### config.mk
export PLATFORM = sky130hd
export DESIGN_NAME = rv32_irq_arbiter
export DESIGN_NICKNAME = d
export VERILOG_FILES = /design/src/rtl/rv32_irq_arbiter.sv
export SDC_FILE = /design/constraint.sdc
export NUM_CORES = 1
export LEC_CHECK = 0
export ABC_AREA = 1
export CAP_MARGIN = 40
export CORE_ASPECT_RATIO = 1.25
export CORE_MARGIN = 2
export CORE_UTILIZATION = 55
export DETAILED_ROUTE_END_ITERATION = 12
export PLACE_DENSITY = 0.84
export SLEW_MARGIN = 10
export SYNTH_ARGS = -nofsm -noshare
export SYNTH_HDL_FRONTEND = slang
export SYNTH_SLANG_ARGS = --single-unit
### constraint.sdc
create_clock -name clk -period 24.4 [get_ports clk]
set_clock_uncertainty 0.1 [all_clocks]
set_input_delay 2.44 -clock clk [delete_from_list [all_inputs] [get_ports clk]]
set_output_delay 2.44 -clock clk [all_outputs]
set_load 0.05 [all_outputs]
### src/rtl/rv32_irq_arbiter.sv
// Machine external interrupt arbiter: per-source gateways, priority selection
// above a threshold, and a claim/complete register interface for software.
module rv32_irq_arbiter #(
   parameter int N_SRC  = 8,
   parameter int PRIO_W = 3
) (
   input  logic             clk,
   input  logic             rst,
   input  logic [N_SRC-1:0] irq_src,
   input  logic             bus_wena,
   input  logic             bus_rena,
   input  logic [7:0]       bus_addr,
   input  logic [31:0]      bus_wdata,
   output logic [31:0]      bus_rdata,
   output logic             bus_rvalid,
   output logic             irq_req
);

   localparam logic [5:0] W_ENABLE    = 6'h20;
   localparam logic [5:0] W_PENDING   = 6'h21;
   localparam logic [5:0] W_THRESHOLD = 6'h22;
   localparam logic [5:0] W_CLAIM     = 6'h23;

   logic [PRIO_W-1:0] prio [N_SRC];
   logic [N_SRC-1:0]  enable;
   logic [N_SRC-1:0]  pending;
   logic [N_SRC-1:0]  in_service;
   logic [PRIO_W-1:0] threshold;

   logic [N_SRC-1:0]  pending_nxt;
   logic [N_SRC-1:0]  in_service_nxt;
   logic [4:0]        best_id;
   logic [PRIO_W-1:0] best_prio;
   logic [31:0]       rd_data;
   logic [5:0]        word;
   logic [7:0]        cpl_id;
   logic              claim;
   logic              complete;
   logic              unused_bits;

   assign word        = bus_addr[7:2];
   assign cpl_id      = bus_wdata[7:0];
   assign claim       = bus_rena && (word == W_CLAIM);
   assign complete    = bus_wena && (word == W_CLAIM);
   assign unused_bits = ^{bus_addr[1:0], bus_wdata[31:8]};

   // Strict '>' while scanning upward keeps the lowest ID on equal priorities.
   // NOTE: combinational blocks use blocking '=' so later loop iterations see
   // the running best; defaults come first so no latch is inferred.
   always_comb begin
      best_id   = '0;
      best_prio = '0;
      for (int i = 0; i < N_SRC; i++) begin
         if (pending[i] && enable[i] && (prio[i] > threshold) && (prio[i] > best_prio)) begin
            best_id   = 5'(i + 1);
            best_prio = prio[i];
         end
      end
   end

   always_comb begin
      rd_data = '0;
      for (int i = 0; i < N_SRC; i++) begin
         if (word == 6'(i)) rd_data = 32'(prio[i]);
      end
      case (word)
         W_ENABLE:    rd_data = 32'(enable);
         W_PENDING:   rd_data = 32'(pending);
         W_THRESHOLD: rd_data = 32'(threshold);
         W_CLAIM:     rd_data = 32'(best_id);
         default:     ;
      endcase
   end

   // Complete is applied before claim so a same-cycle pair on one ID ends in service.
   always_comb begin
      pending_nxt    = pending | (irq_src & ~in_service);
      in_service_nxt = in_service;
      for (int i = 0; i < N_SRC; i++) begin
         if (complete && (cpl_id == 8'(i + 1))) in_service_nxt[i] = 1'b0;
      end
      for (int i = 0; i < N_SRC; i++) begin
         if (claim && (best_id == 5'(i + 1))) begin
            pending_nxt[i]    = 1'b0;
            in_service_nxt[i] = 1'b1;
         end
      end
   end

   // NOTE: the priority array is a handful of flops that software expects to
   // read as 0 after reset, so it is reset like any other register.
   always_ff @(posedge clk) begin
      if (rst) begin
         for (int i = 0; i < N_SRC; i++) prio[i] <= '0;
         enable     <= '0;
         threshold  <= '0;
         pending    <= '0;
         in_service <= '0;
         irq_req    <= 1'b0;
         bus_rdata  <= '0;
         bus_rvalid <= 1'b0;
      end else begin
         pending    <= pending_nxt;
         in_service <= in_service_nxt;
         irq_req    <= (best_id != '0);
         bus_rvalid <= bus_rena;
         if (bus_rena) bus_rdata <= rd_data;
         if (bus_wena) begin
            for (int i = 0; i < N_SRC; i++) begin
               if (word == 6'(i)) prio[i] <= bus_wdata[PRIO_W-1:0];
            end
            case (word)
               W_ENABLE:    enable    <= bus_wdata[N_SRC-1:0];
               W_THRESHOLD: threshold <= bus_wdata[PRIO_W-1:0];
               default:     ;
            endcase
         end
      end
   end

endmodule

==> implementation parameters <==
Parameter                              Value

Power and ir drop
  Sw Share ... 28.31%
  P_leak ... 2.200 nW
  Clock group share of total power ... 36.0%
  Power Internal ... 169.5 uW
  Relative contribution of combinational cells to total power ... 15.9%
  Share of power burned in registers ... 48.1%
  Maximum vdd drop ... 0.00005515 V
  Power density over the cells ... 46.67 nW/um2
  Net switching power ... 66.92 uW

Final layout
  Non-Filler Instances ... 744
  Sequential cell area ... 1461 um2
  Fill count ... 680
  Layout overhead on the synthesized area ... 11.58%
  # nets final ... 735
  Fraction of layout cells with a size suffix above 1 ... 10.97%
  Area of combinational cells with multiple inputs ... 2618 um2
  Most common cell after layout, fill and taps aside ... sky130_fd_sc_hd__nand2_1
  Diodes inserted ... 0
  Leading cell types in the layout, fill and taps excluded ... sky130_fd_sc_hd__nand2_1, sky130_fd_sc_hd__inv_1, sky130_fd_sc_hd__nor2_1
  Final instance area ... 5065 um2

Worst setup path
  Critical Path Sink Type ... register
  Maximum net fanout on the critical path ... 11
  Nature of the critical path startpoint ... register
  Reg2Reg Launch Point ... threshold[2]
  Critical path required time ... 24.55 ns
  R2r worst-path depth ... 57
  Category of the critical setup timing path ... reg -> reg
  Endpoint of the worst register-to-register path ... pending[5]
  Setup slack of the worst register-to-register path ... 14.46 ns
  Highest cell delay on the worst timing path ... 0.45 ns
  Combined buffer and inverter count along the critical path ... 7
  Arrival time of the worst setup path ... 10.08 ns
  Critical Path Most Common Cell ... sky130_fd_sc_hd__nand2_1
  Master of the slowest instance on the critical path ... sky130_fd_sc_hd__nand3_1
  CP delay by family, top ... simple AND/OR/NAND/NOR gates

Drt
  Wirelength per Cell ... 15.39 um
  DRC ... 0
  Initial DRC Count ... 247
  First-pass iteration count of the detailed router ... 4
  Number of antenna-violating nets in the routed design ... 0
  Detail-routed via count per cell ... 5.699
  Routed WL ... 11450 um
  Via Count ... 4240

Synth
  Adder-cell share of the synthesized area ... 11.30%
  Post-synth ARST share ... 0%
  Synth Register Bits ... 61
  Most used flip-flop cell after synthesis ... sky130_fd_sc_hd__dfxtp_1
  Share of synthesized area spent on multiplexers ... 0%
  Leading cell types by total area after synthesis ... sky130_fd_sc_hd__dfxtp_1, sky130_fd_sc_hd__edfxtp_1, sky130_fd_sc_hd__ha_1
  Simple-gate share of the synthesized area ... 29.19%
  Sequential-to-total area share from yosys stat ... 32.19%
  Synth Area in Compound Gates ... 15.19%
  Cells after Synth ... 607
  Mapped Area ... 4539 um2
  Average footprint of a synthesized cell ... 7.478 um2
  Library cell occupying the most area in the post-synthesis netlist ... sky130_fd_sc_hd__dfxtp_1
  Area share of the leading cell type in the synthesized netlist ... 16.32%
  Largest family of logic cells by synthesized area ... simple AND/OR/NAND/NOR gates
  Warnings from Yosys ... 0
  Library cells used by synthesis ... 44
  Post-synth EDFFs ... 24
  Xor/xnor share of the synthesized area ... 0%

Placement
  Total placed instance area ... 4875 um2
  DP Wirelength ... 9120 um
  GP Congestion ... 0.8955
  Total placed cells including tap cells ... 728
  Input/output buffers ... 35

Global route
  Grt peak-use layer ... met2
  Vias in the first global route ... 4034
  GRT met2 Usage ... 45.31%
  Wire length of the first global-routing pass ... 18060 um
  Number of antenna violations at the first check in global routing ... 0
  GRT Total Usage ... 25.87%
  Total overflow reported by the global router ... 0
  Pin count of the biggest net entering global routing ... 30
  Met1 Resource Use GR ... 27.17%
  GR met3 Demand/Resource ... 3.681%

Floorplan
  Initial standard-cell utilization of the core ... 56.03%
  DIE WIDTH ... 85.26 um
  I/O pin count ... 86
  Floorplan die area ... 9000 um2
  Core Footprint ... 8102 um2
  Die Y-Extent ... 105.6 um
  Standard-cell row count ... 37

Clock tree
  Resize count post-CTS ... 0
  Clock insertion delay at the later pin of the skew report ... 0.36 ns
  CTS sink count ... 61
  Worst-path clk slew ... 0.07 ns
  Number of levels in the clock H-tree ... 3
  Post-CTS Setup Inserts ... 0
  Buffer cell driving the clock tree root ... sky130_fd_sc_hd__clkbuf_8
  Maximum buffer depth of the clock tree ... 2
  Hold_buf cts ... 0
  Clock tree from TritonCTS ... yes
  Total CTS buffers ... 9

STA
  Slew Limit Headroom ... 40.27%
  Minimum period implied by the final worst setup slack ... 9.938 ns
  Setup total negative slack ... 0 ns
  Setup repair after global routing missed its margin ... no
  Transition time of the tightest slew-check pin ... 0.8949 ns
  Post-route fraction of the period consumed by the critical path ... 40.73%
  WHS ... 0.3636 ns
  # setup viols final ... 0
  Total count of max-transition violations in the final report ... 0
  Peak clock frequency supported by timing ... 0.1006 GHz
  Endpoints failing hold ... 0

Hold path
  Worst-case hold path end point ... bus_rdata[7]
  Classification of the worst-slack hold path ... reg -> reg
  Cell depth of the worst hold path ... 2
  Startpoint of the most critical hold path ... bus_rdata[7]

Status
  Status ... complete, no violations

Flow run
  Maxcap violations ... 0
## worst max path at each step
stage	from	endpoint	slack (ns)	depth (start not counted)
after floorplan	threshold[2]	pending[3]	16.19	59
after global placement	threshold[1]	pending[5]	14.88	57
after detailed placement	threshold[1]	pending[5]	14.57	57
after CTS	threshold[1]	pending[5]	14.53	57
after global routing	threshold[2]	pending[4]	13.63	56
final	threshold[2]	pending[5]	14.46	57
## layout make-up
type	count	area share (%)
inverters	85	6.398
repair buffers	35	6.917
multi-input cells	450	51.68
well taps	97	2.396
clock buffers	16	3.755
flip-flops and latches	61	28.85
## layer usage
metal	share of wire, %	vias up
li1	-	2052
met4	7.0	0
met1	37	1951
met3	5.5	59
met5	0	-
met2	50	178
## worst register-to-register path, delay by kind of cell (launching register included)
kind	cells	cell delay, ns
simple gates	33	3.95
buf+inv	7	0.84
flops	1	0.33
fa+ha+maj	8	2.42
compound gates	9	2.19
## kinds of logic after synthesis
logic type               count (synthesis)
AO/OA/AOI/OAI                          117
adder cells (fa/ha/maj)                 41
buffers and inverters                  119
flip-flops                              61
other                                    1
AND/OR/NAND/NOR                        268
## power groups by stage
stage          logic [mW]  registers, mW  clock network (mW)
3_3_place_gp       0.0356          0.116                   0
3_5_place_dp       0.0371          0.116                   0
5_1_grt            0.0413          0.114              0.0901
4_1_cts            0.0373          0.114              0.0857
6_report           0.0377          0.114              0.0850
2_1_floorplan      0.0292          0.115                   0
## metrics by stage
| step | setup WS, ns | utilization, % | total power [mW] |
|---|---|---|---|
| finish | 14.46 | 62.52 | 0.2364 |
| global route | 13.63 | 62.52 | 0.2455 |
| CTS | 14.53 | 62.52 | 0.2366 |
| detailed placement | 14.57 | 60.17 | 0.1529 |
| global placement | 14.88 | 60.17 | 0.1511 |
| floorplan | 16.19 | - | 0.1444 |
## cell usage after synthesis (2+ instances only)
cell	n
sky130_fd_sc_hd__nor2_4	2
sky130_fd_sc_hd__o21ai_1	3
sky130_fd_sc_hd__inv_2	6
sky130_fd_sc_hd__ha_1	41
sky130_fd_sc_hd__buf_4	25
sky130_fd_sc_hd__a32o_1	3
sky130_fd_sc_hd__nand3b_1	3
sky130_fd_sc_hd__nand3_1	23
sky130_fd_sc_hd__o21ai_0	45
sky130_fd_sc_hd__a22oi_1	2
sky130_fd_sc_hd__edfxtp_1	24
sky130_fd_sc_hd__inv_1	77
sky130_fd_sc_hd__or2_2	2
sky130_fd_sc_hd__nand4_1	6
sky130_fd_sc_hd__nor3_1	6
sky130_fd_sc_hd__a221oi_1	5
sky130_fd_sc_hd__nand2_4	5
sky130_fd_sc_hd__dfxtp_1	37
sky130_fd_sc_hd__clkbuf_1	8
sky130_fd_sc_hd__nor2_1	70
sky130_fd_sc_hd__a21oi_1	39
sky130_fd_sc_hd__nor2_2	3
sky130_fd_sc_hd__nand3_2	14
sky130_fd_sc_hd__o211ai_1	3
sky130_fd_sc_hd__nand3_4	3
sky130_fd_sc_hd__nand2_1	114
sky130_fd_sc_hd__a21oi_2	7
sky130_fd_sc_hd__a211oi_1	2
sky130_fd_sc_hd__nand2_2	12
sky130_fd_sc_hd__a311oi_1	3
## flip-flops by register name (all words and copies together) (netlist names)
name and count:
in_service 8, enable 8, irq_req 1, bus_rvalid 1, pending 8, prio 24
threshold 3, bus_rdata 8
No activity file was read; power rests on OpenSTA's default activity.
==> RTL change: new RTL, same settings <==
Register the inputs `irq_src`, `bus_wena`, `bus_rena`, `bus_addr` and `bus_wdata` before use, without a reset. The logic sees them one clock later.
--- a/src/rtl/rv32_irq_arbiter.sv
+++ b/src/rtl/rv32_irq_arbiter.sv
@@ -23,2 +23,16 @@
 
+   logic [N_SRC-1:0] irq_src_q;
+   logic bus_wena_q;
+   logic bus_rena_q;
+   logic [7:0] bus_addr_q;
+   logic [31:0] bus_wdata_q;
+
+   always_ff @(posedge clk) begin
+      irq_src_q   <= irq_src;
+      bus_wena_q  <= bus_wena;
+      bus_rena_q  <= bus_rena;
+      bus_addr_q  <= bus_addr;
+      bus_wdata_q <= bus_wdata;
+   end
+
    logic [PRIO_W-1:0] prio [N_SRC];
@@ -40,7 +54,7 @@
 
-   assign word        = bus_addr[7:2];
-   assign cpl_id      = bus_wdata[7:0];
-   assign claim       = bus_rena && (word == W_CLAIM);
-   assign complete    = bus_wena && (word == W_CLAIM);
-   assign unused_bits = ^{bus_addr[1:0], bus_wdata[31:8]};
+   assign word        = bus_addr_q[7:2];
+   assign cpl_id      = bus_wdata_q[7:0];
+   assign claim       = bus_rena_q && (word == W_CLAIM);
+   assign complete    = bus_wena_q && (word == W_CLAIM);
+   assign unused_bits = ^{bus_addr_q[1:0], bus_wdata_q[31:8]};
 
@@ -76,3 +90,3 @@
    always_comb begin
-      pending_nxt    = pending | (irq_src & ~in_service);
+      pending_nxt    = pending | (irq_src_q & ~in_service);
       in_service_nxt = in_service;
@@ -105,11 +119,11 @@
          irq_req    <= (best_id != '0);
-         bus_rvalid <= bus_rena;
-         if (bus_rena) bus_rdata <= rd_data;
-         if (bus_wena) begin
+         bus_rvalid <= bus_rena_q;
+         if (bus_rena_q) bus_rdata <= rd_data;
+         if (bus_wena_q) begin
             for (int i = 0; i < N_SRC; i++) begin
-               if (word == 6'(i)) prio[i] <= bus_wdata[PRIO_W-1:0];
+               if (word == 6'(i)) prio[i] <= bus_wdata_q[PRIO_W-1:0];
             end
             case (word)
-               W_ENABLE:    enable    <= bus_wdata[N_SRC-1:0];
-               W_THRESHOLD: threshold <= bus_wdata[PRIO_W-1:0];
+               W_ENABLE:    enable    <= bus_wdata_q[N_SRC-1:0];
+               W_THRESHOLD: threshold <= bus_wdata_q[PRIO_W-1:0];
                default:     ;
Behaviour: not the same (a bounded check fails within 4 cycles, from zero or initial values and one cycle with rst high).
==> RTL change against the unedited design <==
Non-clock buffer count grew 1. First-iteration DRC count up 28%. Total power increased by 24%. Routed wire length rose by 1.6%. Synthesized area is 8.4% higher. Sequential cell count is 24 higher. Count of clock-buffer cells in the layout is 5 lower. Highest routed layer unchanged. Worst setup slack improved by 0.39 ns. Sequential share of layout area grew 6.3 points. Design area grew 9.0%. Critical path depth decreased by 1. Combinational power is 17% lower.
==> RTL change: results (changes against the unedited design) <==
power:
  power_leakage_nw: 2.36  # +7.3%
  max-vdd-ir-drop_mv: 0.0553  # +0.25%
cts:
  post-cts-setup-buffers: 0  # unchanged
  cts.repair.resized: 0  # unchanged
  htreeDepth: 3  # unchanged
worst_setup_path:
  rrSetupSlack_ns: 14.85  # +0.39 ns
  arrival_ns: 9.70  # -0.38 ns
  slowest_stage: "inv_1"
  crit_fanout: 10  # -1
  max_stage_delay_ns: 0.42  # -0.03 ns
synth:
  netlist_top_cells_area: "dfxtp_1, edfxtp_1, ha_1"
  synthDistinctLibCells: 43  # -2.3%
  synth_common_cells: "nand2_1, inv_1, nor2_1"
  synth_ff_type: "dfxtp_1"
  yosysSeqAreaShare: 0.395  # +0.0727
global_routing:
  met1_usage: 0.262  # -0.00945
  grt_pass1_vias: 4189  # +3.8%
  grtUsageMet3: 0.0428  # +0.00599
  grt_max_degree: 29  # -3.3%
  met2_usage: 0.486  # +0.0329
  grt_antenna_before_repair: 0  # unchanged
  grt_pass1_wl_um: 18800  # +4.2%
  grt.total_usage: 0.258  # -0.00104
sta:
  tightestPinTransition_ns: 0.843  # -0.0523 ns
  whs_ns: 0.371  # +0.00785 ns
  period_share: 0.391  # -0.0160
layout:
  fillers: 724  # +6.5%
  drive_gt1_frac: 0.0873  # -0.0224
  largest-register: "prio"
  nNetsFinal: 753  # +2.4%
  diodes: 0  # unchanged
drt:
  avgViaCountPerCell: 5.40  # -5.2%
  drtPass1Iterations: 8  # +4
  drtIter0Drc: 316  # +28%
  wire_per_inst_um: 14.8  # -3.6%
place:
  io_buffers: 35  # unchanged
  dp_hpwl_um: 9070  # -0.56%
  gp_congestion: 0.969  # +8.2%
outcome:
  outcome: "finished clean"
RTL change: changes by cell type in the layout (fill, tap and decap cells not counted), moves of 2 or more:
cell | unedited run | this run
a221oi_1 | 5 | 3
a21oi_2 | 7 | 5
clkinv_1 | 1 | 4
clkbuf_1 | 3 | 1
nand2_2 | 12 | 8
clkbuf_8 | 13 | 10
nand3_1 | 23 | 29
bufinv_16 | 0 | 2
nand3_2 | 14 | 9
inv_1 | 77 | 75
inv_2 | 6 | 2
o22ai_1 | 0 | 2
dfxtp_1 | 37 | 61
RTL change: cells by family (layout without fill, tap and decap cells):
logic type               Yosys count  after routing  synth area share
AND/OR/NAND/NOR                  264            264             0.254
AO/OA/AOI/OAI                    117            117             0.139
buffers and inverters            113            133             0.107
flip-flops                        85             85             0.395
adder cells (fa/ha/maj)           41             41             0.104
other                              1             24          0.000762
RTL change: worst max-delay path: cells and delay by family, from the launching register on:
| kind | cells | cell delay, ns |
|---|---|---|
| flops | 1 | 0.30 |
| buf+inv | 3 | 0.54 |
| compound gates | 9 | 1.54 |
| simple gates | 36 | 4.55 |
| fa+ha+maj | 8 | 2.42 |
RTL change: worst paths after layout:
check	start	to	cells past startpoint
max	threshold[2]$_SDFFE_PP0P_	pending[0]$_SDFF_PP0_	56
min reg2reg	bus_rdata[4]$_SDFFE_PP0P_	bus_rdata[4]$_SDFFE_PP0P_	2
min	bus_rdata[4]$_SDFFE_PP0P_	bus_rdata[4]$_SDFFE_PP0P_	2
max reg2reg	threshold[2]$_SDFFE_PP0P_	pending[0]$_SDFF_PP0_	56
RTL change: power breakdown:
part	internal (mW)	switching (mW)	total, mW
logic	0.00967	0.0215	0.0312
clock network	0.0599	0.0475	0.107
registers	0.150	0.00461	0.154
total	0.219	0.0737	0.293
RTL change: metrics by stage:
step | power, mW | instance area [sq um] | instances
after global routing | 0.304 | 5520 | 784
after CTS | 0.293 | 5510 | 783
after global placement | 0.187 | 5290 | 768
after floorplan | 0.181 | 5010 | 644
final | 0.293 | 5520 | 784
after detailed placement | 0.188 | 5290 | 768
RTL change: layer usage:
metal  vias to the layer above  wire length [um]
li1                       2105                 -
met1                      1934              4410
met2                       153              6170
met3                        45               502
met4                         0               545
met5                         -                 0
RTL change: layout make-up:
| type | count | share of cell area |
|---|---|---|
| clock buffers | 11 | 0.0256 |
| clock inverters | 4 | 0.0134 |
| inverters | 82 | 0.0566 |
| multi-input cells | 446 | 0.459 |
| flip-flops and latches | 85 | 0.352 |
| well taps | 120 | 0.0272 |
| repair buffers | 36 | 0.0662 |
